## config.mk

```make
export PLATFORM = sky130hd
export DESIGN_NAME = hc_request_arbiter
export DESIGN_NICKNAME = d
export VERILOG_FILES = /design/src/rtl/hc_request_arbiter.sv
export SDC_FILE = /design/constraint.sdc
export NUM_CORES = 1
export LEC_CHECK = 0
export ABC_CLOCK_PERIOD_IN_PS = 2330
export BUFFER_PORTS_ARGS = -buffer_cell sky130_fd_sc_hd__buf_2
export CAP_MARGIN = 30
export CORE_UTILIZATION = 29
export DETAILED_ROUTE_END_ITERATION = 7
export GPL_TIMING_DRIVEN = 0
export HOLD_SLACK_MARGIN = 0.06
export PLACE_DENSITY = 0.68
export SLEW_MARGIN = 10
export SYNTH_ARGS = -nofsm -noshare
export SYNTH_HDL_FRONTEND = slang
export SYNTH_SLANG_ARGS = --single-unit
```

## constraint.sdc

```tcl
create_clock -name clk -period 2.33 [get_ports clk]
set_input_delay 0.1165 -clock clk [delete_from_list [all_inputs] [get_ports clk]]
set_output_delay 0.1165 -clock clk [all_outputs]
set_load 0.02 [all_outputs]
```

## src/rtl/hc_request_arbiter.sv

```systemverilog
// Round-robin arbiter sharing the HardCloud requestor command port among N_REQ
// buffer-side requesters, with a one-entry output register and a credit limit.

module hc_req_lane #(
    parameter int OFFSET_W = 42
) (
    input  logic                valid_i,
    input  logic [2:0]          cmd_i,
    input  logic [OFFSET_W-1:0] offset_i,
    output logic                elig_o,
    output logic [2:0]          cmd_o,
    output logic [OFFSET_W-1:0] offset_o
);
    // A valid request carrying IDLE is not a real command and never wins.
    assign elig_o   = valid_i && (cmd_i != 3'h0);
    assign cmd_o    = cmd_i;
    assign offset_o = offset_i;
endmodule

module hc_request_arbiter #(
    parameter int N_REQ            = 2,
    parameter int OFFSET_W         = 42,
    parameter int ID_W             = $clog2(N_REQ) + 1,
    parameter int MAX_OUTSTANDING  = 8,
    localparam int CNT_W           = $clog2(MAX_OUTSTANDING) + 1,
    localparam int PTR_W           = (N_REQ > 1) ? $clog2(N_REQ) : 1
) (
    input  logic                      clk,
    input  logic                      reset,
    input  logic [N_REQ-1:0]          req_valid,
    input  logic [3*N_REQ-1:0]        req_cmd,
    input  logic [OFFSET_W*N_REQ-1:0] req_offset,
    output logic [N_REQ-1:0]          req_ready,
    output logic                      out_valid,
    output logic [2:0]                out_cmd,
    output logic [ID_W-1:0]           out_id,
    output logic [OFFSET_W-1:0]       out_offset,
    input  logic                      out_ready,
    input  logic                      rsp_done,
    output logic [CNT_W-1:0]          outstanding,
    output logic                      busy,
    output logic                      err_underflow
);
    localparam logic [2:0] E_REQUEST_IDLE = 3'h0;

    logic [N_REQ-1:0]                elig;
    logic [N_REQ-1:0][2:0]           lane_cmd;
    logic [N_REQ-1:0][OFFSET_W-1:0]  lane_off;

    logic                out_valid_q;
    logic [2:0]          out_cmd_q;
    logic [ID_W-1:0]     out_id_q;
    logic [OFFSET_W-1:0] out_offset_q;
    logic [CNT_W-1:0]    outstanding_q;
    logic                err_q;
    logic [PTR_W-1:0]    rr_ptr_q;
    logic [PTR_W-1:0]    rr_ptr_d;

    logic             found;
    logic [PTR_W-1:0] gnt_idx;
    logic             slot_free;
    logic             credit_ok;
    logic             grant;

    for (genvar i = 0; i < N_REQ; i++) begin : g_lane
        hc_req_lane #(.OFFSET_W(OFFSET_W)) u_lane (
            .valid_i  (req_valid[i]),
            .cmd_i    (req_cmd[3*i +: 3]),
            .offset_i (req_offset[OFFSET_W*i +: OFFSET_W]),
            .elig_o   (elig[i]),
            .cmd_o    (lane_cmd[i]),
            .offset_o (lane_off[i])
        );
    end

    // First eligible requester scanning from rr_ptr, wrapping modulo N_REQ.
    always_comb begin
        int idx;
        idx     = 0;
        found   = 1'b0;
        gnt_idx = '0;
        for (int k = 0; k < N_REQ; k++) begin
            idx = int'(rr_ptr_q) + k;
            if (idx >= N_REQ) idx = idx - N_REQ;
            if (!found && elig[idx]) begin
                found   = 1'b1;
                gnt_idx = PTR_W'(idx);
            end
        end
    end

    assign slot_free = !out_valid_q || out_ready;
    assign credit_ok = outstanding_q < CNT_W'(MAX_OUTSTANDING);
    assign grant     = found && slot_free && credit_ok && !reset;
    assign rr_ptr_d  = (gnt_idx == PTR_W'(N_REQ - 1)) ? '0 : gnt_idx + PTR_W'(1);

    always_comb begin
        req_ready = '0;
        for (int i = 0; i < N_REQ; i++)
            req_ready[i] = grant && (gnt_idx == PTR_W'(i));
    end

    always_ff @(posedge clk or posedge reset) begin
        if (reset) begin
            out_valid_q   <= 1'b0;
            out_cmd_q     <= E_REQUEST_IDLE;
            out_id_q      <= '0;
            out_offset_q  <= '0;
            outstanding_q <= '0;
            err_q         <= 1'b0;
            rr_ptr_q      <= '0;
        end else begin
            if (grant) begin
                out_valid_q  <= 1'b1;
                out_cmd_q    <= lane_cmd[gnt_idx];
                out_offset_q <= lane_off[gnt_idx];
                out_id_q     <= ID_W'(gnt_idx);
                rr_ptr_q     <= rr_ptr_d;
            end else if (out_ready) begin
                out_valid_q <= 1'b0;
            end

            // Credit is consumed at grant time, not when the requestor accepts.
            if (grant && !rsp_done) begin
                outstanding_q <= outstanding_q + CNT_W'(1);
            end else if (!grant && rsp_done) begin
                if (outstanding_q == '0) err_q <= 1'b1;
                else                     outstanding_q <= outstanding_q - CNT_W'(1);
            end
        end
    end

    assign out_valid     = out_valid_q;
    assign out_cmd       = out_cmd_q;
    assign out_id        = out_id_q;
    assign out_offset    = out_offset_q;
    assign outstanding   = outstanding_q;
    assign err_underflow = err_q;
    assign busy          = out_valid_q || (outstanding_q != '0);
endmodule
```

==> results.md, run 1 <==
- Outcome: finished clean
- Most frequent cell after synthesis: dfrtp_1
- Initial antenna violation count: 0
- Period minus WS final: 2180 ps
- R2R depth: 7
- Final hold vios: 0
- Vias in the first global route: 2,700
- Pin count of the biggest net entering global routing: 30
- Gp weighted congestion: 0.799
- Crit path max fanout: 10
- Met2 wire len: 4430 um
- CTS max path bufs: 2
- Drt pass-1 iters: 4
- Rel. slew slack: 57.9%
- Fillers: 760
- Die width: 93.7 um
- DP HPWL: 4950 um
- Fin area: 0.00423 mm^2
- DRC errors left: 0
- Synth Cell Area: 0.00244 mm^2
- Worst hold endpoint: out_offset[10]
- RR Endpoint: out_offset[30]
- Top post-synthesis cells by count: dfrtp_1, a221o_1, and2_1, a21oi_1
- Final Max Slew Viols: 0
- Worst path required time: 2510 ps
- Vias: 2,603
- Die area: 0.00878 mm^2
- Leak: 2.17 nW
- Grt total ovfl: 0
- Setup TNS: 0 ps
- Slew @ Worst Pin: 626 ps
- Part of the Yosys area used for sequential elements: 54.4%
- Share of cells above drive strength 1: 41.9%
- FF-to-FF setup slack: 150 ps
- Setup-failing EPs final: 0
- CTS tree: done
- Drt total wl: 8180 um
- Tot Pwr: 4.84 mW
- Post-synth EDFFs: 0
- Synth top area cells: dfrtp_1, a221o_1, and2_1, buf_6, ha_1
- Syn Nets: 301
- Routed met1 length: 3220 um
- RSZ-0062 raised after global routing: false
- Hold path start: req_offset[52]
- Starting density of the core: 29.8%
- Ys flop type: dfrtp_1
- ANT nets after route: 0
- Clk Latency, worst-skew pair: 300 ps
- Hold Path Stages: 2
- Post-place setup slack: -270 ps
- VDD IR max: 569 uV
- Hold Slack: 62.6 ps
- Placed Instance Area: 0.00334 mm^2
- Synth warn: 0
- Total track usage: 18.9%
- Cell Pwr Density: 1140 mW/mm^2
- CTS H-tree depth: 2
- Core area: 0.00818 mm^2
- Data arrival time of the worst path: 2360 ps
- Clock buffer count from CTS: 5
- Number of synthesized register bits: 53
- DR top layer: met4
- Routed WL per cell: 15.1 um
- Worst setup EP type: flop
- Fin cells: 542
- Clock-pin slew on the worst setup and hold paths: 90 ps
- I/O Buffers: 150
- Clock skew: 7.05 ps
- Post-synth cell types: 26
- Syn Inst Count: 200
- Fin worst setup slack: 152 ps
- Hold Path Class: primary input to flop
- First-pass GRT wire length: 12,700 um
- Syn Area/Cell: 12.2 um^2
- Critical path class: flop to flop
- CTS sink count: 53
- FP Rows: 33
- Crit start category: flop
- Top cell type's share of synthesized area: 54.4%
- Routed wl met3: 336 um
- Die height: 93.7 um
- Final #Nets: 537
- Dpl cells: 456
- Initial DRC Count: 94
- Worst r2r src: outstanding[3]
- Async SR Flop Fraction: 100%
- Number of max-cap violations: 0
- Ports: 152
- Via density: 4.80
- CTS Root Cell: clkbuf_8
- Final Cycle Share: 93.5%
- Cell accounting for the most synthesized area: dfrtp_1
- Final Util: 51.7%
- Highest clock rate: 459 MHz
- Area grow syn2layout: 73.2%
- Number of diodes: 0
cell usage in the layout (no fill, tap or decap), drive strengths merged, types with 3 or more instances in the layout:
cell type,instances
clkbuf,10
dlygate4sd3,76
buf,165
inv,6
ha,4
and2,45
nand3,3
nand2,4
dfrtp,53
a221o,45
a21oi,7
power by group:
group          leakage [nW]  total [mW]  switching [mW]  internal (mW)
combinational          1.47        2.76            1.34           1.42
sequential            0.654        1.58           0.238           1.34
clock                0.0450       0.496           0.287          0.209
metal layers:
metal  global-route usage, %  vias up
met2                    35.9      106
met3                    3.56       21
met1                    21.2     1258
li1                        -     1218
met5                       0        -
met4                    5.77        0
kinds of logic after synthesis:
logic type      Yosys count  synth area share (%)
other cells               1                 0.154
fa+ha+maj                 5                  2.87
simple gates             58                  14.1
buf+inv                  22                  5.49
compound gates           58                  22.0
flops                    53                  54.4
xor+xnor                  3                  1.08
worst max path at each step:
| stage | from | endpoint | slack, ps |
|---|---|---|---|
| floorplan | outstanding[3] | outstanding[3] | 110 |
| global placement | req_cmd[3] | outstanding[3] | -190 |
| detailed placement | req_cmd[3] | outstanding[3] | -270 |
| CTS | outstanding[3] | outstanding[3] | 1 |
| global route | outstanding[3] | outstanding[3] | 30 |
| finish | outstanding[3] | out_offset[30] | 150 |
registers in the layout (all words and copies together) (netlist names):
signal	cells
out_cmd	3
err_underflow	1
rr_ptr_q	1
out_id	1
out_offset	42
out_valid	1
outstanding	4
worst max-delay path, stage by stage, from the launching register on:
cell,delay (ps)
dfrtp_1,400
nor2_2,160
o211ai_2,120
buf_4,170
clkbuf_2,170
and2_1,200
a221o_1,280
dlygate4sd3_1,570
layout make-up:
| class | count | area [um^2] | share of cell area, % |
|---|---|---|---|
| buffer | 16 | 114 | 2.69 |
| multi-input combinational | 125 | 1000 | 23.7 |
| clock buffer | 6 | 72.6 | 1.72 |
| inverter | 6 | 22.5 | 0.533 |
| tap | 105 | 131 | 3.11 |
| sequential | 53 | 1330 | 31.4 |
| clock inverter | 2 | 10.0 | 0.237 |
| timing repair buffer | 229 | 1550 | 36.6 |
repair_timing:
item	4_1_cts	5_1_grt
setup buffers	1	1
setup endpoints to repair	1	35
hold endpoints to repair	62	0
pin swaps	1	0
gates cloned	0	0
gates resized for setup	0	9
hold buffers	76	0
Note: power is estimated with default switching activity, not from simulation.
==> run 2: changes to the inputs <==
CORE_UTILIZATION = 43   (was 29)
CTS_BUF_LIST = sky130_fd_sc_hd__clkbuf_8 sky130_fd_sc_hd__clkbuf_16   (was not set)
PLACE_DENSITY = 0.78   (was 0.68)
==> run 2 against run 1 <==
  * Clock skew shrank 2.5 ps
  * Largest power group unchanged
  * Largest cell class unchanged
  * Final cell count shrank 7.0%
  * Routed wire length shrank 3.4%
  * Clock power grew 12%
==> results.md, run 2 (synthesis gave the netlist of run 1 again) <==
- First-pass GRT wire length: 12,300 um (-3.0%)
- Drt total wl: 7900 um (-3.4%)
- Final Max Slew Viols: 0 (unchanged)
- Fillers: 391 (-49%)
- CTS sink count: 53 (unchanged)
- Cell Pwr Density: 1160 mW/mm^2 (+1.3%)
- Final hold vios: 0 (unchanged)
- Via density: 5.17 (+7.7%)
- Number of max-cap violations: 0 (unchanged)
- Drt pass-1 iters: 4 (unchanged)
- Starting density of the core: 44.6% (+15 points)
- Die area: 0.00598 mm^2 (-32%)
- Clock skew: 4.53 ps (-2.52 ps)
- Ports: 152 (unchanged)
- Gp weighted congestion: 0.753 (-5.8%)
- Clock buffer count from CTS: 5 (unchanged)
- Placed Instance Area: 0.00330 mm^2 (-1.2%)
- ANT nets after route: 0 (unchanged)
- Outcome: finished clean
- Routed WL per cell: 15.7 um (+3.9%)
- Post-place setup slack: -212 ps (+58.0 ps)
- RSZ-0062 raised after global routing: false
- Number of diodes: 0 (unchanged)
- Setup TNS: 0 ps (unchanged)
- Clock-pin slew on the worst setup and hold paths: 90 ps (about the same)
- Die height: 77.3 um (-17%)
- Area grow syn2layout: 71.1%
- Leak: 2.15 nW (-0.92%)
- Fin area: 0.00417 mm^2 (-1.2%)
- Setup-failing EPs final: 0 (unchanged)
- DP HPWL: 4800 um (-3.2%)
- CTS H-tree depth: 2 (unchanged)
- Clk Latency, worst-skew pair: 290 ps (about the same)
- I/O Buffers: 150 (unchanged)
- Grt total ovfl: 0 (unchanged)
- Highest clock rate: 460 MHz (+0.29%)
- Share of cells above drive strength 1: 41.9% (about the same)
- Fin worst setup slack: 158 ps (+6.25 ps)
- Post-CTS Setup Bufs: 0 (-1)
- Crit path max fanout: 10 (unchanged)
- VDD IR max: 708 uV (+24%)
- Vias in the first global route: 2,745 (+1.7%)
- DRC errors left: 0 (unchanged)
- Data arrival time of the worst path: 2360 ps (about the same)
- CTS Root Cell: clkbuf_8
- Initial DRC Count: 133 (+41%)
- Final #Nets: 532 (-0.93%)
- Pin count of the biggest net entering global routing: 37 (+23%)
- Period minus WS final: 2170 ps (-6.25 ps)
- Crit start category: primary input
- CTS max path bufs: 2 (unchanged)
- Worst path required time: 2520 ps (about the same)
- FP Rows: 27 (-18%)
- Commonest non-fill, non-tap cells in the layout: buf_2, dlygate4sd3_1, dfrtp_1
- Total track usage: 26.3% (+7.4 points)
- Critical path class: primary input to flop
- Die width: 77.3 um (-17%)
- CTS tree: done
- Commonest non-fill, non-tap cell in the layout: buf_2
- Vias: 2,606 (+0.12%)
- Core area: 0.00547 mm^2 (-33%)
- Hold Path Class: primary input to flop
- Slew @ Worst Pin: 701 ps (+74.2 ps)
- Rel. slew slack: 52.9% (-5.0 points)
- Worst setup EP type: flop
- Initial antenna violation count: 0 (unchanged)
- Largest register FFs: 42 (unchanged)
- Final Cycle Share: 93.2% (-0.27 points)
run 2: changes by cell type in the layout (fill, tap and decap cells not counted), sizes merged:
cell | before | now
buf | 165 | 163
clkbuf | 10 | 11
clkinv | 2 | 1
dlygate4sd3 | 76 | 73
run 2: per-layer routing:
layer | track usage (%) | wire length (um) | part of all wire, %
met1 | 30.6 | 3200 | 41
met2 | 48.4 | 4190 | 53
met3 | 4.17 | 365 | 4.6
met4 | 9.43 | 146 | 1.8
met5 | 0 | 0 | 0
run 2: final cells by class:
type / instances / area (um^2) / area share (%)
Timing Repair Buffer: 224 / 1500 / 36.0
Sequential cell: 53 / 1330 / 31.8
Multi-Input combinational cell: 125 / 1020 / 24.4
Buffer: 16 / 114 / 2.73
Clock buffer: 7 / 96.3 / 2.31
Tap cell: 72 / 90.1 / 2.16
Inverter: 6 / 22.5 / 0.540
Clock inverter: 1 / 5.00 / 0.120
run 2: final timing paths:
kind | start | endpoint | slack, ps | depth (start not counted)
worst max-delay path | reset | outstanding[3] | 160 | 13
worst min-delay path | req_cmd[4] | out_cmd[1] | 60 | 2
min in group asynchronous | reset | outstanding[3] | 400 | 3
worst min register to register | err_underflow | err_underflow | 460 | 1
max in group asynchronous | reset | out_offset[17] | 1410 | 4
worst max register to register | outstanding[3] | outstanding[3] | 160 | 11
run 2: critical path, cell delays in order:
cell	delay, ps
dlygate4sd3_1	530
buf_2	150
nor2_4	130
o211ai_4	120
buf_4	190
inv_1	60
ha_1	170
inv_2	90
ha_4	290
nand3_1	110
a211oi_2	190
a31oi_1	80
xnor2_1	130
run 2: repair_timing:
item	4_1_cts	5_1_grt
gates resized for setup	4	5
hold endpoints to repair	53	3
hold buffers	70	3
setup endpoints to repair	1	1
pin swaps	0	0
gates cloned	0	0
run 2: metrics by stage:
step / instances / power, mW / hold slack [ps] / util, %
after floorplan: 200 / 2.99 / 261 / -
after global placement: 422 / 3.66 / 346 / 59.9
after detailed placement: 423 / 3.71 / 143 / 60.3
after CTS: 501 / 4.75 / 60.1 / 75.3
after global routing: 504 / 5.15 / 60.7 / 76.3
final: 504 / 4.84 / 64.8 / 76.3
run 2: power breakdown:
group	total (mW)	leakage [nW]	switching (mW)	internal (mW)
logic	2.69	1.44	1.32	1.37
registers	1.59	0.653	0.247	1.34
clock network	0.557	0.0542	0.287	0.269
total	4.84	2.15	1.86	2.98
